[src/rtl/crop_frame_scheduler_if.sv]
// Handshake bundle between the crop scheduler, the ROI source, the crop filter and the pixel path.
// master = scheduler side, slave = surrounding environment.
interface crop_frame_scheduler_if #(
  parameter int PIXEL_BIT_WIDTH  = 12,
  parameter int IMG_ROW_BITWIDTH = 10,
  parameter int IMG_COL_BITWIDTH = 10
);
  logic [IMG_ROW_BITWIDTH-1:0] roi_Y1_TDATA;
  logic [IMG_COL_BITWIDTH-1:0] roi_X1_TDATA;
  logic                        roi_TVALID;
  logic                        roi_TREADY;

  logic [IMG_ROW_BITWIDTH-1:0] crop_Y1_TDATA;
  logic [IMG_COL_BITWIDTH-1:0] crop_X1_TDATA;
  logic                        crop_Y1_TVALID;
  logic                        crop_X1_TVALID;
  logic                        crop_Y1_TREADY;
  logic                        crop_X1_TREADY;

  logic [PIXEL_BIT_WIDTH-1:0]  pixel_in_TDATA;
  logic                        pixel_in_TVALID;
  logic                        pixel_in_TREADY;

  logic [PIXEL_BIT_WIDTH-1:0]  cf_pixel_TDATA;
  logic                        cf_pixel_TVALID;
  logic                        cf_pixel_TREADY;

  logic                        mon_TVALID;
  logic                        mon_TREADY;

  modport master (
    input  roi_Y1_TDATA, roi_X1_TDATA, roi_TVALID,
    output roi_TREADY,
    output crop_Y1_TDATA, crop_X1_TDATA, crop_Y1_TVALID, crop_X1_TVALID,
    input  crop_Y1_TREADY, crop_X1_TREADY,
    input  pixel_in_TDATA, pixel_in_TVALID,
    output pixel_in_TREADY,
    output cf_pixel_TDATA, cf_pixel_TVALID,
    input  cf_pixel_TREADY,
    input  mon_TVALID, mon_TREADY
  );

  modport slave (
    output roi_Y1_TDATA, roi_X1_TDATA, roi_TVALID,
    input  roi_TREADY,
    input  crop_Y1_TDATA, crop_X1_TDATA, crop_Y1_TVALID, crop_X1_TVALID,
    output crop_Y1_TREADY, crop_X1_TREADY,
    output pixel_in_TDATA, pixel_in_TVALID,
    input  pixel_in_TREADY,
    input  cf_pixel_TDATA, cf_pixel_TVALID,
    output cf_pixel_TREADY,
    output mon_TVALID, mon_TREADY
  );
endinterface

[src/rtl/crop_frame_scheduler.sv]
// Per-frame scheduler: accepts a clamped ROI, hands coordinates to the crop filter, gates exactly
// one input frame of pixels through, then waits for the cropped output to drain (with timeout).
module crop_frame_scheduler #(
  parameter int PIXEL_BIT_WIDTH  = 12,
  parameter int IN_ROWS          = 40,
  parameter int IN_COLS          = 40,
  parameter int OUT_ROWS         = 20,
  parameter int OUT_COLS         = 20,
  parameter int IMG_ROW_BITWIDTH = 10,
  parameter int IMG_COL_BITWIDTH = 10,
  parameter int DRAIN_TIMEOUT    = 1024,
  parameter int FRAME_CNT_WIDTH  = 16
) (
  input  logic                       clk,
  input  logic                       reset,
  crop_frame_scheduler_if.master     bus,
  output logic                       frame_done,
  output logic                       clamped,
  output logic                       timeout_err,
  output logic [FRAME_CNT_WIDTH-1:0] frame_count
);
  localparam int IN_TOTAL  = IN_ROWS * IN_COLS;
  localparam int OUT_TOTAL = OUT_ROWS * OUT_COLS;
  localparam int CNT_W     = $clog2(IN_TOTAL + 1);
  localparam int IDLE_W    = $clog2(DRAIN_TIMEOUT + 1);

  localparam logic [IMG_ROW_BITWIDTH-1:0] Y_MAX     = IMG_ROW_BITWIDTH'(IN_ROWS - OUT_ROWS);
  localparam logic [IMG_COL_BITWIDTH-1:0] X_MAX     = IMG_COL_BITWIDTH'(IN_COLS - OUT_COLS);
  localparam logic [CNT_W-1:0]            IN_LAST   = CNT_W'(IN_TOTAL - 1);
  localparam logic [CNT_W-1:0]            OUT_FULL  = CNT_W'(OUT_TOTAL);
  localparam logic [IDLE_W-1:0]           IDLE_LAST = IDLE_W'(DRAIN_TIMEOUT - 1);

  typedef enum logic [2:0] {IDLE, CFG, STREAM, DRAIN, DONE} state_t;

  state_t                      state;
  logic [IMG_ROW_BITWIDTH-1:0] y1;
  logic [IMG_COL_BITWIDTH-1:0] x1;
  logic                        crop_y_vld;
  logic                        crop_x_vld;
  logic [CNT_W-1:0]            in_cnt;
  logic [CNT_W-1:0]            out_cnt;
  logic [IDLE_W-1:0]           idle_cnt;

  logic [IMG_ROW_BITWIDTH-1:0] y_clip;
  logic [IMG_COL_BITWIDTH-1:0] x_clip;
  logic [CNT_W-1:0]            out_cnt_nxt;
  logic [PIXEL_BIT_WIDTH-1:0]  pix;
  logic                        in_stream;
  logic                        pix_hs;
  logic                        mon_hs;
  logic                        y_done;
  logic                        x_done;

  // Pixel gate is combinational so the stream passes with zero latency; reset forces it shut.
  assign in_stream           = (state == STREAM) && reset;
  assign pix                 = bus.pixel_in_TDATA;
  assign bus.cf_pixel_TDATA  = pix;
  assign bus.cf_pixel_TVALID = in_stream && bus.pixel_in_TVALID;
  assign bus.pixel_in_TREADY = in_stream && bus.cf_pixel_TREADY;
  assign bus.roi_TREADY      = (state == IDLE) && reset;
  assign bus.crop_Y1_TDATA   = y1;
  assign bus.crop_X1_TDATA   = x1;
  assign bus.crop_Y1_TVALID  = crop_y_vld;
  assign bus.crop_X1_TVALID  = crop_x_vld;

  assign pix_hs = bus.cf_pixel_TVALID && bus.cf_pixel_TREADY;
  assign mon_hs = bus.mon_TVALID && bus.mon_TREADY && ((state == STREAM) || (state == DRAIN));
  assign y_done = !crop_y_vld || bus.crop_Y1_TREADY;
  assign x_done = !crop_x_vld || bus.crop_X1_TREADY;

  always_comb begin
    y_clip      = (bus.roi_Y1_TDATA > Y_MAX) ? Y_MAX : bus.roi_Y1_TDATA;
    x_clip      = (bus.roi_X1_TDATA > X_MAX) ? X_MAX : bus.roi_X1_TDATA;
    out_cnt_nxt = out_cnt;
    // Saturate at a full output frame; extra beats carry no information.
    if (mon_hs && (out_cnt < OUT_FULL)) out_cnt_nxt = out_cnt + CNT_W'(1);
  end

  always_ff @(posedge clk) begin
    if (!reset) begin
      state       <= IDLE;
      y1          <= '0;
      x1          <= '0;
      crop_y_vld  <= 1'b0;
      crop_x_vld  <= 1'b0;
      in_cnt      <= '0;
      out_cnt     <= '0;
      idle_cnt    <= '0;
      frame_done  <= 1'b0;
      clamped     <= 1'b0;
      timeout_err <= 1'b0;
      frame_count <= '0;
    end else begin
      frame_done <= 1'b0;
      clamped    <= 1'b0;
      case (state)
        IDLE: begin
          if (bus.roi_TVALID) begin
            y1         <= y_clip;
            x1         <= x_clip;
            clamped    <= (y_clip != bus.roi_Y1_TDATA) || (x_clip != bus.roi_X1_TDATA);
            crop_y_vld <= 1'b1;
            crop_x_vld <= 1'b1;
            state      <= CFG;
          end
        end
        CFG: begin
          if (bus.crop_Y1_TREADY) crop_y_vld <= 1'b0;
          if (bus.crop_X1_TREADY) crop_x_vld <= 1'b0;
          if (y_done && x_done) state <= STREAM;
        end
        STREAM: begin
          out_cnt <= out_cnt_nxt;
          if (pix_hs) begin
            if (in_cnt == IN_LAST) begin
              in_cnt   <= '0;
              idle_cnt <= '0;
              state    <= DRAIN;
            end else begin
              in_cnt <= in_cnt + CNT_W'(1);
            end
          end
        end
        DRAIN: begin
          out_cnt <= out_cnt_nxt;
          if (out_cnt_nxt >= OUT_FULL) begin
            frame_done <= 1'b1;
            idle_cnt   <= '0;
            state      <= DONE;
          end else if (mon_hs) begin
            idle_cnt <= '0;
          end else if (idle_cnt == IDLE_LAST) begin
            timeout_err <= 1'b1;
            in_cnt      <= '0;
            out_cnt     <= '0;
            idle_cnt    <= '0;
            state       <= IDLE;
          end else begin
            idle_cnt <= idle_cnt + IDLE_W'(1);
          end
        end
        DONE: begin
          frame_count <= frame_count + FRAME_CNT_WIDTH'(1);
          out_cnt     <= '0;
          state       <= IDLE;
        end
        default: state <= IDLE;
      endcase
    end
  end
endmodule

[src/flat_wrapper.sv]
// flat-port wrapper written by rule: the top's interface ports become plain ports
module crop_frame_scheduler_flat 
#(
  parameter int PIXEL_BIT_WIDTH  = 12,
  parameter int IN_ROWS          = 40,
  parameter int IN_COLS          = 40,
  parameter int OUT_ROWS         = 20,
  parameter int OUT_COLS         = 20,
  parameter int IMG_ROW_BITWIDTH = 10,
  parameter int IMG_COL_BITWIDTH = 10,
  parameter int DRAIN_TIMEOUT    = 1024,
  parameter int FRAME_CNT_WIDTH  = 16
)
  (clk, reset, frame_done, clamped, timeout_err, frame_count, bus_roi_Y1_TDATA, bus_roi_X1_TDATA, bus_roi_TVALID, bus_roi_TREADY, bus_crop_Y1_TDATA, bus_crop_X1_TDATA, bus_crop_Y1_TVALID, bus_crop_X1_TVALID, bus_crop_Y1_TREADY, bus_crop_X1_TREADY, bus_pixel_in_TDATA, bus_pixel_in_TVALID, bus_pixel_in_TREADY, bus_cf_pixel_TDATA, bus_cf_pixel_TVALID, bus_cf_pixel_TREADY, bus_mon_TVALID, bus_mon_TREADY);
  crop_frame_scheduler_if #(.PIXEL_BIT_WIDTH(PIXEL_BIT_WIDTH), .IMG_ROW_BITWIDTH(IMG_ROW_BITWIDTH), .IMG_COL_BITWIDTH(IMG_COL_BITWIDTH)) bus_i ();
  input  logic clk;
  input  logic reset;
  output logic frame_done;
  output logic clamped;
  output logic timeout_err;
  output logic [FRAME_CNT_WIDTH-1:0] frame_count;
  input wire logic [$bits(bus_i.roi_Y1_TDATA)-1:0] bus_roi_Y1_TDATA;
  input wire logic [$bits(bus_i.roi_X1_TDATA)-1:0] bus_roi_X1_TDATA;
  input wire logic [$bits(bus_i.roi_TVALID)-1:0] bus_roi_TVALID;
  output wire logic [$bits(bus_i.roi_TREADY)-1:0] bus_roi_TREADY;
  output wire logic [$bits(bus_i.crop_Y1_TDATA)-1:0] bus_crop_Y1_TDATA;
  output wire logic [$bits(bus_i.crop_X1_TDATA)-1:0] bus_crop_X1_TDATA;
  output wire logic [$bits(bus_i.crop_Y1_TVALID)-1:0] bus_crop_Y1_TVALID;
  output wire logic [$bits(bus_i.crop_X1_TVALID)-1:0] bus_crop_X1_TVALID;
  input wire logic [$bits(bus_i.crop_Y1_TREADY)-1:0] bus_crop_Y1_TREADY;
  input wire logic [$bits(bus_i.crop_X1_TREADY)-1:0] bus_crop_X1_TREADY;
  input wire logic [$bits(bus_i.pixel_in_TDATA)-1:0] bus_pixel_in_TDATA;
  input wire logic [$bits(bus_i.pixel_in_TVALID)-1:0] bus_pixel_in_TVALID;
  output wire logic [$bits(bus_i.pixel_in_TREADY)-1:0] bus_pixel_in_TREADY;
  output wire logic [$bits(bus_i.cf_pixel_TDATA)-1:0] bus_cf_pixel_TDATA;
  output wire logic [$bits(bus_i.cf_pixel_TVALID)-1:0] bus_cf_pixel_TVALID;
  input wire logic [$bits(bus_i.cf_pixel_TREADY)-1:0] bus_cf_pixel_TREADY;
  input wire logic [$bits(bus_i.mon_TVALID)-1:0] bus_mon_TVALID;
  input wire logic [$bits(bus_i.mon_TREADY)-1:0] bus_mon_TREADY;
  assign bus_i.roi_Y1_TDATA = bus_roi_Y1_TDATA;
  assign bus_i.roi_X1_TDATA = bus_roi_X1_TDATA;
  assign bus_i.roi_TVALID = bus_roi_TVALID;
  assign bus_roi_TREADY = bus_i.roi_TREADY;
  assign bus_crop_Y1_TDATA = bus_i.crop_Y1_TDATA;
  assign bus_crop_X1_TDATA = bus_i.crop_X1_TDATA;
  assign bus_crop_Y1_TVALID = bus_i.crop_Y1_TVALID;
  assign bus_crop_X1_TVALID = bus_i.crop_X1_TVALID;
  assign bus_i.crop_Y1_TREADY = bus_crop_Y1_TREADY;
  assign bus_i.crop_X1_TREADY = bus_crop_X1_TREADY;
  assign bus_i.pixel_in_TDATA = bus_pixel_in_TDATA;
  assign bus_i.pixel_in_TVALID = bus_pixel_in_TVALID;
  assign bus_pixel_in_TREADY = bus_i.pixel_in_TREADY;
  assign bus_cf_pixel_TDATA = bus_i.cf_pixel_TDATA;
  assign bus_cf_pixel_TVALID = bus_i.cf_pixel_TVALID;
  assign bus_i.cf_pixel_TREADY = bus_cf_pixel_TREADY;
  assign bus_i.mon_TVALID = bus_mon_TVALID;
  assign bus_i.mon_TREADY = bus_mon_TREADY;
  crop_frame_scheduler #(.PIXEL_BIT_WIDTH(PIXEL_BIT_WIDTH), .IN_ROWS(IN_ROWS), .IN_COLS(IN_COLS), .OUT_ROWS(OUT_ROWS), .OUT_COLS(OUT_COLS), .IMG_ROW_BITWIDTH(IMG_ROW_BITWIDTH), .IMG_COL_BITWIDTH(IMG_COL_BITWIDTH), .DRAIN_TIMEOUT(DRAIN_TIMEOUT), .FRAME_CNT_WIDTH(FRAME_CNT_WIDTH)) u_core (.clk(clk), .reset(reset), .bus(bus_i), .frame_done(frame_done), .clamped(clamped), .timeout_err(timeout_err), .frame_count(frame_count));
endmodule
[config.mk]
export PLATFORM = sky130hd
export DESIGN_NAME = crop_frame_scheduler_flat
export DESIGN_NICKNAME = d
export VERILOG_FILES = /design/src/rtl/crop_frame_scheduler_if.sv /design/src/rtl/crop_frame_scheduler.sv /design/src/flat_wrapper.sv
export SDC_FILE = /design/constraint.sdc
export NUM_CORES = 1
export LEC_CHECK = 0
export BUFFER_PORTS_ARGS = -buffer_cell sky130_fd_sc_hd__buf_2
export CORE_MARGIN = 4
export CORE_UTILIZATION = 57
export DETAILED_ROUTE_END_ITERATION = 7
export PLACE_DENSITY = 0.88
export RECOVER_POWER = 25
export SLEW_MARGIN = 5
export SYNTH_ARGS = -nofsm -noshare
export SYNTH_HDL_FRONTEND = slang
export SYNTH_SLANG_ARGS = --single-unit
[constraint.sdc]
create_clock -name clk -period 4.39 [get_ports clk]
set_clock_uncertainty 0.1 [all_clocks]
set_input_delay 0.2195 -clock clk [delete_from_list [all_inputs] [get_ports clk]]
set_output_delay 0.2195 -clock clk [all_outputs]
set_load 0.1 [all_outputs]
==> results.toml <==
[status]
outcome = "completed"

[layout]
layout.cells.non_filler = 605
final_nets = 568
n_antenna_cell = 0
seqCellArea_sq_um = 1540
syn2layout_area_growth_pct = 13.4
n_fill_cell = 526
drive_gt1_frac = 0.184
multi_input_area_sq_um = 2050

[pwr]
power.leakage_uw = 0.00174
power_density_nw_per_um2 = 351
worst_ir_drop_vdd_v = 0.000264

[grt]
grt_use_met2 = 0.388
grt.met1_usage = 0.276
grt_pass1_wl_mm = 15.7
grt_overflow = 0
grt_util_met3 = 0.0492
first_global_vias = 3570
antenna_found_initial = 0
top_usage_layer = "met2"
grt_max_degree = 34
grtUsageTotal = 0.230

[synth]
synth_nets = 513
synth_area_sq_um = 3810
synthAdderAreaFrac = 0.0131
syn_area_per_cell_sq_um = 8.15
synth_area_leaders = "dfxtp_1, nand2_1, nor2_1, a21oi_1, nand3_1"
synth-compound-area-share = 0.165
synth-seq-area-share = 0.404
synthTopCellsByCount = "dfxtp_1, nand2_1, nor2_1"
async_flop_share = 0
netlist-cell-type-count = 59
yosys.area_share.xor_xnor = 0.0367
synthSimpleGateAreaFrac = 0.323
yosysWarnings = 0
synth_top_area_frac = 0.404
synthMuxAreaShare = 0
synth.most_common_cell = "dfxtp_1"
ys.flop_type = "dfxtp_1"
synth_edf_count = 0
synth_top_family_by_area = "simple AND/OR/NAND/NOR gates"
synth_top_area_cell = "dfxtp_1"
ys_ff_latch = 77
syn_inst = 468

[sta]
rsz0062_at_grt = "false"
fin_crit_ps = 2770
layout_setup_ws_ps = 1620
hold_viol = 0
slew_headroom = 0.185
worstMarginPinSlew_ps = 1230
clock.fmax_mhz = 362
drv_slew = 0
setup_violations = 0
tns_ps = 0
post-route-period-util = 0.630

[place]
placed_cells = 589
io_buffers = 72
place.gp.congestion = 0.905
dp_hpwl_mm = 6.37
pre_cts_ws_ps = 1660

[critical_path]
endpoint_kind = "register"
startpoint_type = "register"
timing.rr.start = "u_core.state[1]"
cp.required_ps = 4570
cp_cell_sequence = "nor2b_1 > nand2_1 > or4_2 > a21oi_4 > nand4_1 > a31oi_1"
reg2reg_depth = 6
critPathSlowestCell = "or4_2"
critPathArrivalTime_ps = 2940
path_delay_family = "simple AND/OR/NAND/NOR gates"
r2r-end = "u_core.idle_cnt[3]"
r2r_slack_ps = 1620
path_buf_inv = 0
critical_path_class = "register to register"
cp_max_fo = 14
max_stage_delay_ps = 610

[clock_network]
path_clk_slew_ps = 90
cts_sinks = 77
h-tree-depth = 3
cts_tree = "built"
insertion_delay_ps = 360
post-cts-setup-buffers = 0
root_buffer = "clkbuf_8"
cts-resized-gates = 0
cts_hold_repair.buffers = 0
clockBufferDepth = 2
cts_buffers = 9

[routing]
wirelength_mm = 9.15
drc = 0
drtIter0Drc = 286
firstDrtPassIters = 4
ant_nets = 0
via_per_inst = 6.00
vias = 3628
wl_per_cell_microns = 15.1

[die]
io_pins = 97
row_count = 29
die_y_microns = 89.8
core_sq_um = 6420
chipWidth_microns = 89.8
dieArea_sq_um = 8060
initial_core_util = 0.594

[worst_hold_path]
min_path_cells = 3
holdCritStartpoint = "bus_roi_X1_TDATA[3]"
hp-class = "primary input to register"
whs_endpoint = "u_core.bus.crop_X1_TDATA[3]"

[job]
max_cap_viol_count = 0
[kinds of logic after synthesis]
group           count (synthesis)
flops                          77
simple gates                  237
buf+inv                        41
xor+xnor                       16
fa+ha+maj                       4
compound gates                 93
[registers in the layout, indices dropped and copies added (netlist names)]
register	count
u_core.bus.crop_X1_TDATA	10
u_core.bus.crop_X1_TVALID	1
u_core.bus.crop_Y1_TDATA	10
u_core.bus.crop_Y1_TVALID	1
u_core.clamped	1
u_core.frame_count	16
u_core.frame_done	1
u_core.idle_cnt	11
u_core.in_cnt	11
u_core.out_cnt	11
u_core.state	3
u_core.timeout_err	1
[cell type report]
class                           count  share of cell area
Multi-Input combinational cell    350               0.475
Inverter                           11             0.00955
Sequential cell                    77               0.356
Clock buffer                       10              0.0295
Clock inverter                      6              0.0258
Timing Repair Buffer               74              0.0813
Tap cell                           77              0.0223
[placed cells by master, fill, tap and decap left out, types with 5 or more instances in the layout]
| master | synthesis | routed |
|---|---|---|
| dfxtp_1 | 77 | 77 |
| nand2_1 | 60 | 60 |
| nor2_1 | 53 | 53 |
| buf_2 | 2 | 53 |
| a21oi_1 | 31 | 31 |
| nand3_1 | 29 | 29 |
| clkbuf_1 | 10 | 20 |
| and3_1 | 18 | 18 |
| o21ai_0 | 17 | 17 |
| nand4_1 | 14 | 14 |
| a31oi_1 | 14 | 14 |
| xor2_1 | 12 | 12 |
| inv_1 | 11 | 11 |
| nor3_1 | 9 | 9 |
| clkbuf_8 | 0 | 9 |
| or3_1 | 8 | 8 |
| and2_1 | 7 | 7 |
| nand2b_1 | 6 | 6 |
| or2_2 | 6 | 6 |
| nor4_1 | 6 | 5 |
| a211oi_1 | 5 | 5 |
[metrics by stage]
step                       util  total power, uW  hold slack, ps  area, sq um
final                     0.673             1520            34.9         4320
after floorplan               -              903             271         3810
after global placement    0.640              885             338         4110
after CTS                 0.677             1520            27.4         4350
after detailed placement  0.640              889             340         4110
after global routing      0.673             1560            38.4         4320
[worst register-to-register path: stages, from the launching register on]
cell     delay, ps
dfxtp_1        540
nor2b_1        550
nand2_1        230
or4_2          610
a21oi_4        340
nand4_1        150
a31oi_1        180
[worst max path at each step]
stage / from / slack, ps / endpoint / cells after the start
floorplan: u_core.state[0] / 620 / bus_roi_TREADY / 2
global placement: u_core.state[1] / 1780 / u_core.idle_cnt[3] / 6
detailed placement: u_core.state[1] / 1660 / u_core.idle_cnt[3] / 6
CTS: u_core.state[1] / 1640 / u_core.idle_cnt[3] / 6
global route: u_core.state[1] / 1410 / u_core.idle_cnt[3] / 6
finish: u_core.state[1] / 1620 / u_core.idle_cnt[3] / 6
[power by group]
part	switching, uW	leakage [uW]	internal (uW)	total, uW
Clock	269	0.000116	378	647
Combinational	120	0.00101	34.2	154
Sequential	11.3	0.000622	707	719
Total	400	0.00174	1120	1520
[per-layer routing]
layer,vias to the layer above,wire [microns]
met3,24,545
met2,130,4510
li1,1773,-
met1,1701,3870
met5,-,0
met4,0,223
(Power assumes the default switching activity.)
